`src/rtl/jtopl_pkg.sv`:
```
// Shared constants for the OPL slot sequencer and tremolo LFO.
package jtopl_pkg;
    localparam int JTOPL_NUM_SLOTS = 18;
    localparam int JTOPL_AM_DIV    = 104;
    localparam int JTOPL_LFO_W     = 7;
    localparam int JTOPL_SLOT_W    = 5;
endpackage

```
`src/rtl/jtopl_am_lfo.sv`:
```
// Tremolo phase generator: frame divider plus 7-bit triangle phase counter.
module jtopl_am_lfo
    import jtopl_pkg::*;
#(
    parameter int AM_DIV = JTOPL_AM_DIV,
    parameter int DIV_W  = 7
) (
    input  logic                   clk,
    input  logic                   rst,
    input  logic                   frame_end,
    input  logic                   am_hold,
    output logic [JTOPL_LFO_W-1:0] lfo_mod
);
    logic [DIV_W-1:0]       div_q, div_d;
    logic [JTOPL_LFO_W-1:0] lfo_q, lfo_d;

    // NOTE: every next-state signal gets a hold default first, so no path leaves it unassigned (no latch).
    always_comb begin
        div_d = div_q;
        lfo_d = lfo_q;
        if (frame_end) begin
            if (am_hold) begin
                div_d = '0;
                lfo_d = '0;
            end else if (div_q == DIV_W'(AM_DIV - 1)) begin
                div_d = '0;
                lfo_d = lfo_q + 1'b1;
            end else begin
                div_d = div_q + 1'b1;
            end
        end
    end

    // NOTE: state registers use non-blocking assignments only; all decisions live in the always_comb above.
    always_ff @(posedge clk) begin
        if (rst) begin
            div_q <= '0;
            lfo_q <= '0;
        end else begin
            div_q <= div_d;
            lfo_q <= lfo_d;
        end
    end

    assign lfo_mod = lfo_q;
endmodule

```
`src/rtl/jtopl_am_sched.sv`:
```
// Slot sequencer with per-slot AM enable, frame-latched depth bit and tremolo LFO.
module jtopl_am_sched
    import jtopl_pkg::*;
#(
    parameter int NUM_SLOTS = JTOPL_NUM_SLOTS,
    parameter int AM_DIV    = JTOPL_AM_DIV,
    parameter int DIV_W     = 7
) (
    input  logic                    rst,
    input  logic                    clk,
    input  logic                    cen,
    input  logic                    am_hold,
    input  logic                    ams_in,
    input  logic [NUM_SLOTS-1:0]    amsen_vec,
    output logic [JTOPL_SLOT_W-1:0] slot,
    output logic                    zero,
    output logic [JTOPL_LFO_W-1:0]  lfo_mod,
    output logic                    ams,
    output logic                    amsen
);
    logic [JTOPL_SLOT_W-1:0] slot_q, slot_d, next_slot;
    logic                    zero_q, zero_d;
    logic                    ams_q, ams_d;
    logic                    amsen_q, amsen_d;
    logic                    frame_end;

    assign frame_end = cen && (slot_q == JTOPL_SLOT_W'(NUM_SLOTS - 1));
    assign next_slot = frame_end ? '0 : slot_q + 1'b1;

    // amsen is fetched for the slot about to be shown, keeping it aligned with slot.
    always_comb begin
        slot_d  = slot_q;
        zero_d  = zero_q;
        ams_d   = ams_q;
        amsen_d = amsen_q;
        if (cen) begin
            slot_d  = next_slot;
            zero_d  = (next_slot == '0);
            amsen_d = amsen_vec[next_slot];
        end
        if (frame_end) begin
            ams_d = ams_in;
        end
    end

    always_ff @(posedge clk) begin
        if (rst) begin
            slot_q  <= '0;
            zero_q  <= 1'b1;
            ams_q   <= 1'b0;
            amsen_q <= 1'b0;
        end else begin
            slot_q  <= slot_d;
            zero_q  <= zero_d;
            ams_q   <= ams_d;
            amsen_q <= amsen_d;
        end
    end

    jtopl_am_lfo #(
        .AM_DIV (AM_DIV),
        .DIV_W  (DIV_W)
    ) u_lfo (
        .clk       (clk),
        .rst       (rst),
        .frame_end (frame_end),
        .am_hold   (am_hold),
        .lfo_mod   (lfo_mod)
    );

    assign slot  = slot_q;
    assign zero  = zero_q;
    assign ams   = ams_q;
    assign amsen = amsen_q;
endmodule

```
`config.mk`:
```
export PLATFORM = sky130hd
export DESIGN_NAME = jtopl_am_sched
export DESIGN_NICKNAME = d
export VERILOG_FILES = /design/src/rtl/jtopl_pkg.sv /design/src/rtl/jtopl_am_lfo.sv /design/src/rtl/jtopl_am_sched.sv
export SDC_FILE = /design/constraint.sdc
export NUM_CORES = 1
export LEC_CHECK = 0
export ABC_AREA = 0
export CAP_MARGIN = 10
export CORE_ASPECT_RATIO = 2
export CORE_MARGIN = 4
export CORE_UTILIZATION = 40
export DETAILED_ROUTE_END_ITERATION = 16
export PLACE_DENSITY = 0.7
export SLEW_MARGIN = 20
export SYNTH_ARGS = -nofsm -noshare
export SYNTH_HDL_FRONTEND = slang
export SYNTH_SLANG_ARGS = --single-unit
```
`constraint.sdc`:
```
create_clock -name clk -period 1.7 [get_ports clk]
set_input_delay 0.255 -clock clk [delete_from_list [all_inputs] [get_ports clk]]
set_output_delay 0.255 -clock clk [all_outputs]
set_load 0.01 [all_outputs]
```
==> run summary, run 1 <==
Critical path
* 1 — buffering stage count on the worst path with inverters included
* 1.88 ns — CP Data Arrival Time
* sky130_fd_sc_hd__or4b_1 — worst-path cell with the longest stage delay
* inv_2 -> ha_4 -> or4b_1 -> o311ai_2 -> a221oi_2 -> a311oi_2 -> o32ai_2 — crit-path cells
* 5 — maximum net fanout on the critical path
* compound AO/OA/AOI/OAI gates — family with the most delay on the worst path
* 1.85 ns — worst endpoint required time
* flop — Startpoint Class
* reg2reg — path type of the worst setup path
* 0.45 ns — largest stage delay on the critical path
* flop — sort of element at the end of the critical path

Final layout
* 0 — count of antenna diodes in the layout
* 323 — final-layout fill cell count
* 280 — count of placed standard cells in the final layout, fillers left out
* 260 — Layout Nets
* 65.65% — final core utilization
* 31.47% — share of layout cells above drive strength 1
* 55.14% — growth of design area from synthesis to finish

Detailed routing
* 14.45 um — average routed wire per standard cell
* 0 — antenna-violating nets left
* 4 — number of search-and-repair iterations in the first detailed-routing pass
* 1467 — via count
* 0 — remaining routing DRC violations
* 5.239 — via-per-instance ratio
* 4045 um — aggregate routed wire length
* 15 — number of design-rule violations left by the first detailed-router iteration

Floorplanning
* 0.003453 mm^2 — core region area
* 42.32% — Initial Utilization
* 50.74 um — die outline width
* 38 — io pins
* 30 — row count
* 0.004743 mm^2 — floorplan die area
* 93.48 um — die height

Pwr
* 0.8938 nW — leakage power figure
* 701.0 uV — worst-case vdd ir drop
* 542.9 mW/mm^2 — power density over the cells

Timing
* 0.001357 ns — setup skew after layout
* 101.6% — fraction of the cycle the final worst path needs
* 0 — Final Slew Violations
* true — unrepaired setup endpoints after global routing
* 1 — Setup Viol. Count Final
* 579.1 MHz — highest achievable clock rate
* -0.02693 ns — worst setup margin
* 1.727 ns — final critical path time including I/O delays and setup
* 0.3946 ns — transition time of the tightest slew-check pin
* 73.54% — worst slew margin relative to its limit
* 0 — total count of hold-check failures in the final report

Logic synthesis
* 30.14% — share of Yosys cell area claimed by the top area cell type
* 0% — fraction of registers with async set/reset
* 163 — Syn Inst Count
* 0.001461 mm^2 — cell area after synthesis
* 190 — net count after synthesis
* sky130_fd_sc_hd__dfxtp_1 — leading register cell type out of synthesis
* 30.14% — share of synthesized area occupied by flip-flops and latches
* 0 — number of warnings printed during yosys synthesis
* 22 — number of synthesized register bits
* sky130_fd_sc_hd__dfxtp_1 (22), sky130_fd_sc_hd__nor2_1 (22), sky130_fd_sc_hd__mux2i_1 (12), sky130_fd_sc_hd__xor2_1 (12), sky130_fd_sc_hd__nand2_1 (11) — most frequent cells after synthesis
* 8.966 um^2 — average footprint of a synthesized cell
* 52 — Yosys cell types
* sky130_fd_sc_hd__dfxtp_1 — largest area contributor in the netlist
* 0 — Post-synth EDFFs
* sky130_fd_sc_hd__dfxtp_1 (30%), sky130_fd_sc_hd__mux2i_1 (8.2%), sky130_fd_sc_hd__xor2_1 (7.2%), sky130_fd_sc_hd__nor2_1 (5.7%), sky130_fd_sc_hd__ha_1 (3.4%) — most area-consuming cells after synthesis

Placed design
* 3178 um — total half-perimeter wirelength after legalization and detailed placement
* -0.3437 ns — worst slack after detailed placement
* 37 — Port-buffer cells
* 273 — cell count after placement
* 0.9029 — GP Congestion

Global route
* 14 — maximum number of pins on one net before global-route repair
* 1600 — vias in the first global route
* 0 — antenna violations before repair
* 18.53% — overall global routing resource usage
* 0 — remaining global-route overflow
* 6900 um — global-route wire length before repair

Clock network
* 3 — number of buffers added by the clock tree synthesis step
* 22 — Num Clock Sinks
* 1 — H-tree Lvls
* sky130_fd_sc_hd__clkbuf_8 — buffer type at the clock tree root
* yes — CTS tree
* 0 — Post-CTS Hold Buffers
* 0.26 ns — clock insertion delay at the later pin of the skew report
* 0.08 ns — clock-pin slew of the registers on the worst-case setup and hold paths
* 2 — clock tree buffer depth

Outcome
* finished, violations left — result of the run
* negative setup slack — violations in the final reports

Flow run
* 0 — max-cap check violation count

Min path
* reg2reg — worst min path class

-- cell type report --
| type | count | area (um^2) | area share (%) |
|---|---|---|---|
| repair buffers | 74 | 666.9 | 29.42 |
| multi-input cells | 129 | 1021 | 45.03 |
| well taps | 48 | 60.06 | 2.649 |
| flip-flops and latches | 22 | 452.9 | 19.98 |
| clock buffers | 4 | 55.05 | 2.428 |
| inverters | 3 | 11.26 | 0.4967 |
-- report_power, final --
part           internal (W)  total (W)  switching (W)
clock network      0.000207   0.000372       0.000166
logic              0.000186   0.000324       0.000138
registers          0.000524   0.000535      0.0000108
-- sequential cells by signal, indices dropped and copies added, names as in the netlist --
name	cells
ams	1
u_lfo.div_q	7
u_lfo.lfo_mod	7
slot	5
amsen	1
zero	1
-- path summary, 6_finish.rpt --
check / from / to / slack [ns] / cells after the start
max: slot[1] / amsen / -0.03 / 7
min: zero / zero / 0.50 / 2
max reg2reg: slot[1] / amsen / -0.03 / 7
min reg2reg: zero / zero / 0.50 / 2
-- routing by layer --
metal  GRT usage (%)  wire length [um]  vias to the layer above  part of all wire [%]
li1                -                 -                      726                     -
met1           17.81              1474                      676                    36
met2           35.48              2234                       51                    55
met3           3.987               197                       14                   4.9
met4           8.989               139                        0                   3.4
met5               0                 0                        -                     0
-- worst reg2reg max path, delay by kind of cell (launching register included) --
kind,cells,cell delay [ns]
buffers and inverters,1,0.04
flip-flops,1,0.37
AO/OA/AOI/OAI,4,0.48
adder cells (fa/ha/maj),1,0.28
AND/OR/NAND/NOR,1,0.45
-- logic make-up after synthesis --
family | count (synthesis) | synth area share, %
and+or+nand+nor | 65 | 25.60
AOI/OAI and AO/OA | 34 | 17.21
DFF | 22 | 30.14
xor gates and xnor gates | 13 | 7.791
muxes | 13 | 8.990
buffers and inverters | 12 | 6.849
adders and majority gates | 4 | 3.425
-- layout by cell type (no fill, tap or decap), types with 2 or more instances in the layout --
master	count
sky130_fd_sc_hd__clkbuf_8	4
sky130_fd_sc_hd__and3_1	2
sky130_fd_sc_hd__clkdlybuf4s50_1	36
sky130_fd_sc_hd__dfxtp_1	16
sky130_fd_sc_hd__nand2b_1	2
sky130_fd_sc_hd__and2b_2	2
sky130_fd_sc_hd__o21ai_0	5
sky130_fd_sc_hd__a21oi_4	2
sky130_fd_sc_hd__o21ai_1	3
sky130_fd_sc_hd__a21oi_1	7
sky130_fd_sc_hd__mux2i_1	11
sky130_fd_sc_hd__nand2_1	11
sky130_fd_sc_hd__dfxtp_4	2
sky130_fd_sc_hd__ha_4	2
sky130_fd_sc_hd__a22oi_1	2
sky130_fd_sc_hd__o41ai_2	2
sky130_fd_sc_hd__dfxtp_2	4
sky130_fd_sc_hd__nor2_1	22
sky130_fd_sc_hd__nand4_1	6
sky130_fd_sc_hd__xor2_1	12
sky130_fd_sc_hd__buf_4	35
sky130_fd_sc_hd__nor3_1	2
sky130_fd_sc_hd__inv_1	2
sky130_fd_sc_hd__o31ai_1	2
-- repair_timing --
| action | 4_1_cts | 5_1_grt |
|---|---|---|
| buffers inserted | 3 | 0 |
| endpoints found under the setup margin | 6 | 9 |
| pin swaps | 4 | 6 |
| gates resized for setup | 12 | 11 |
-- through the flow --
step / area (um^2) / setup TNS [ns] / hold slack (ns) / power, W
finish: 2267 / -0.02693 / 0.5001 / 0.001231
CTS: 2223 / -0.03757 / 0.5005 / 0.001229
floorplan: 1483 / 0 / 0.4022 / 0.0007062
detailed placement: 2092 / -1.934 / 0.4847 / 0.0008490
global route: 2267 / -0.2347 / 0.5374 / 0.001295
global placement: 2092 / -1.273 / 0.4552 / 0.0008443
No activity file was read; power rests on OpenSTA's default activity.
==> run 2: changes to the inputs <==
- CORE_ASPECT_RATIO: 2 -> unset
- CORE_UTILIZATION: 40 -> 27
- PLACE_DENSITY: 0.7 -> unset
==> run 2 against run 1 <==
Compared with the run above: the run still ends with negative setup slack left; setup slack got worse by 0.023 ns; die area rose by 40%; sequential power barely moved; clock skew rose by 0.0025 ns; critical path type unchanged; critical endpoint unchanged; largest cell class unchanged.
==> run summary, run 2 (synthesis results as in run 1) <==
Outcome
* finished, violations left — result of the run
* negative setup slack — violations in the final reports

Global route
* 0 — antenna violations before repair, unchanged
* 0 — remaining global-route overflow, unchanged
* 6092 um — global-route wire length before repair, -12%
* 1294 — vias in the first global route, -19%
* 11.54% — overall global routing resource usage, -7.0 points
* 18 — maximum number of pins on one net before global-route repair, +4

Timing
* 0 — Final Slew Violations, unchanged
* 102.9% — fraction of the cycle the final worst path needs, +1.3 points
* 571.5 MHz — highest achievable clock rate, -1.3%
* 0.003868 ns — setup skew after layout, +0.002511 ns
* 0.4968 ns — smallest hold slack, -0.003307 ns
* 1.750 ns — final critical path time including I/O delays and setup, +0.02290 ns
* -0.04983 ns — worst setup margin, -0.02290 ns
* true — unrepaired setup endpoints after global routing
* 1 — Setup Viol. Count Final, unchanged
* 73.71% — worst slew margin relative to its limit, +0.17 points
* 0.3920 ns — transition time of the tightest slew-check pin, -0.002603 ns
* 0 — total count of hold-check failures in the final report, unchanged

Placed design
* 0.7702 — GP Congestion, -15%
* 37 — Port-buffer cells, unchanged
* 2824 um — total half-perimeter wirelength after legalization and detailed placement, -11%
* 286 — cell count after placement, +4.8%

Final layout
* sky130_fd_sc_hd__clkdlybuf4s50_1 (35), sky130_fd_sc_hd__buf_4 (27), sky130_fd_sc_hd__nor2_1 (22) — highest-count cells in the layout ignoring fill and taps
* 296 — count of placed standard cells in the final layout, fillers left out, +5.7%
* 31.42% — share of layout cells above drive strength 1, -0.050 points
* 57.96% — growth of design area from synthesis to finish
* sky130_fd_sc_hd__clkdlybuf4s50_1 — most common library cell in the layout ignoring fill and taps
* 0 — count of antenna diodes in the layout, unchanged
* 254 — Layout Nets, -2.3%

Clock network
* 22 — Num Clock Sinks, unchanged
* yes — CTS tree
* 0.26 ns — clock insertion delay at the later pin of the skew report, about the same
* 3 — number of buffers added by the clock tree synthesis step, unchanged
* 2 — clock tree buffer depth, unchanged
* 0 — Post-CTS Hold Buffers, unchanged
* sky130_fd_sc_hd__clkbuf_8 — buffer type at the clock tree root
* 1 — H-tree Lvls, unchanged
* 0.08 ns — clock-pin slew of the registers on the worst-case setup and hold paths, about the same

Floorplanning
* 0.006654 mm^2 — floorplan die area, +40%
* 26 — row count, -13%
* 81.57 um — die height, -13%
* 81.57 um — die outline width, +61%
* 28.25% — Initial Utilization, -14 points
* 0.005172 mm^2 — core region area, +50%
* 38 — io pins, unchanged

Critical path
* 0.38 ns — largest stage delay on the critical path, -0.07 ns
* flop — Startpoint Class
* 1.90 ns — CP Data Arrival Time, +0.02 ns
* 4 — maximum net fanout on the critical path, -1
* reg2reg — path type of the worst setup path
* inv_4 -> ha_4 -> nor2b_4 -> a21oi_4 -> buf_6 -> mux2i_1 -> o21ai_1 -> a21oi_1 -> o32ai_2 — crit-path cells
* 1.85 ns — worst endpoint required time, about the same
* flop — sort of element at the end of the critical path
* sky130_fd_sc_hd__dfxtp_4 — worst-path cell with the longest stage delay

Detailed routing
* 0 — remaining routing DRC violations, unchanged
* 4.679 — via-per-instance ratio, -11%
* 0 — antenna-violating nets left, unchanged
* 66 — number of design-rule violations left by the first detailed-router iteration, +51
* 4 — number of search-and-repair iterations in the first detailed-routing pass, unchanged
* 3886 um — aggregate routed wire length, -3.9%
* 13.13 um — average routed wire per standard cell, -9.1%
* 1385 — via count, -5.6%

Pwr
* 583.4 mW/mm^2 — power density over the cells, +7.5%
* 508.1 uV — worst-case vdd ir drop, -28%
* 0.8874 nW — leakage power figure, -0.71%

Min path
* reg2reg — worst min path class

Flow run
* 0 — max-cap check violation count, unchanged

## run 2: cell type report
cell class	instances	area (um^2)
clock buffers	3	41.29
inverters	3	13.76
fillers	488	2864
clock inverters	1	30.03
multi-input cells	129	1037
well taps	70	87.58
repair buffers	68	645.6
flip-flops and latches	22	452.9
## run 2: worst max-delay path, delay by kind of cell, from the launching register on
kind                     cells  cell delay (ns)
multiplexers                 1             0.18
AND/OR/NAND/NOR              1             0.14
adder cells (fa/ha/maj)      1             0.16
flip-flops                   1             0.38
buffers and inverters        2             0.18
AO/OA/AOI/OAI                4             0.59
## run 2: stage by stage
stage / setup WS, ns / TNS (ns) / area [um^2] / utilization (%) / power [W]
after floorplan: 0.03454 / 0 / 1483 / - / 0.0007062
after global placement: -0.2981 / -2.373 / 2052 / 39.67 / 0.0008303
after detailed placement: -0.3331 / -2.536 / 2052 / 39.67 / 0.0008290
after CTS: -0.02420 / -0.04251 / 2157 / 41.70 / 0.001338
after global routing: -0.1414 / -0.2835 / 2308 / 44.63 / 0.001410
final: -0.04983 / -0.04983 / 2308 / 44.63 / 0.001347
## run 2: final timing paths
check | from | end | slack [ns] | depth (start not counted)
max | slot[1] | amsen | -0.05 | 9
min | ams | ams | 0.50 | 2
max reg2reg | slot[1] | amsen | -0.05 | 9
min reg2reg | ams | ams | 0.50 | 2
## run 2: where the power goes
part           switching (W)  internal, W  leakage [nW]  total, W
clock               0.000179     0.000315        0.0357  0.000493
sequential         0.0000116     0.000524         0.182  0.000536
combinational       0.000137     0.000181         0.670  0.000318
total               0.000327      0.00102         0.887   0.00135
## run 2: layer usage
layer	up-vias	wire length, um	global-route usage [%]
met4	0	30	0.9967
met1	638	1880	16.40
met3	4	177	2.851
met2	31	1797	18.32
met5	-	0	0
li1	712	-	-
## run 2: timing repair
action,4_1_cts,5_1_grt
buffers inserted,1,4
resized for setup,5,27
endpoints found under the hold margin,0,0
endpoints found under the setup margin,5,14
pin swaps,2,13
gates cloned,0,1
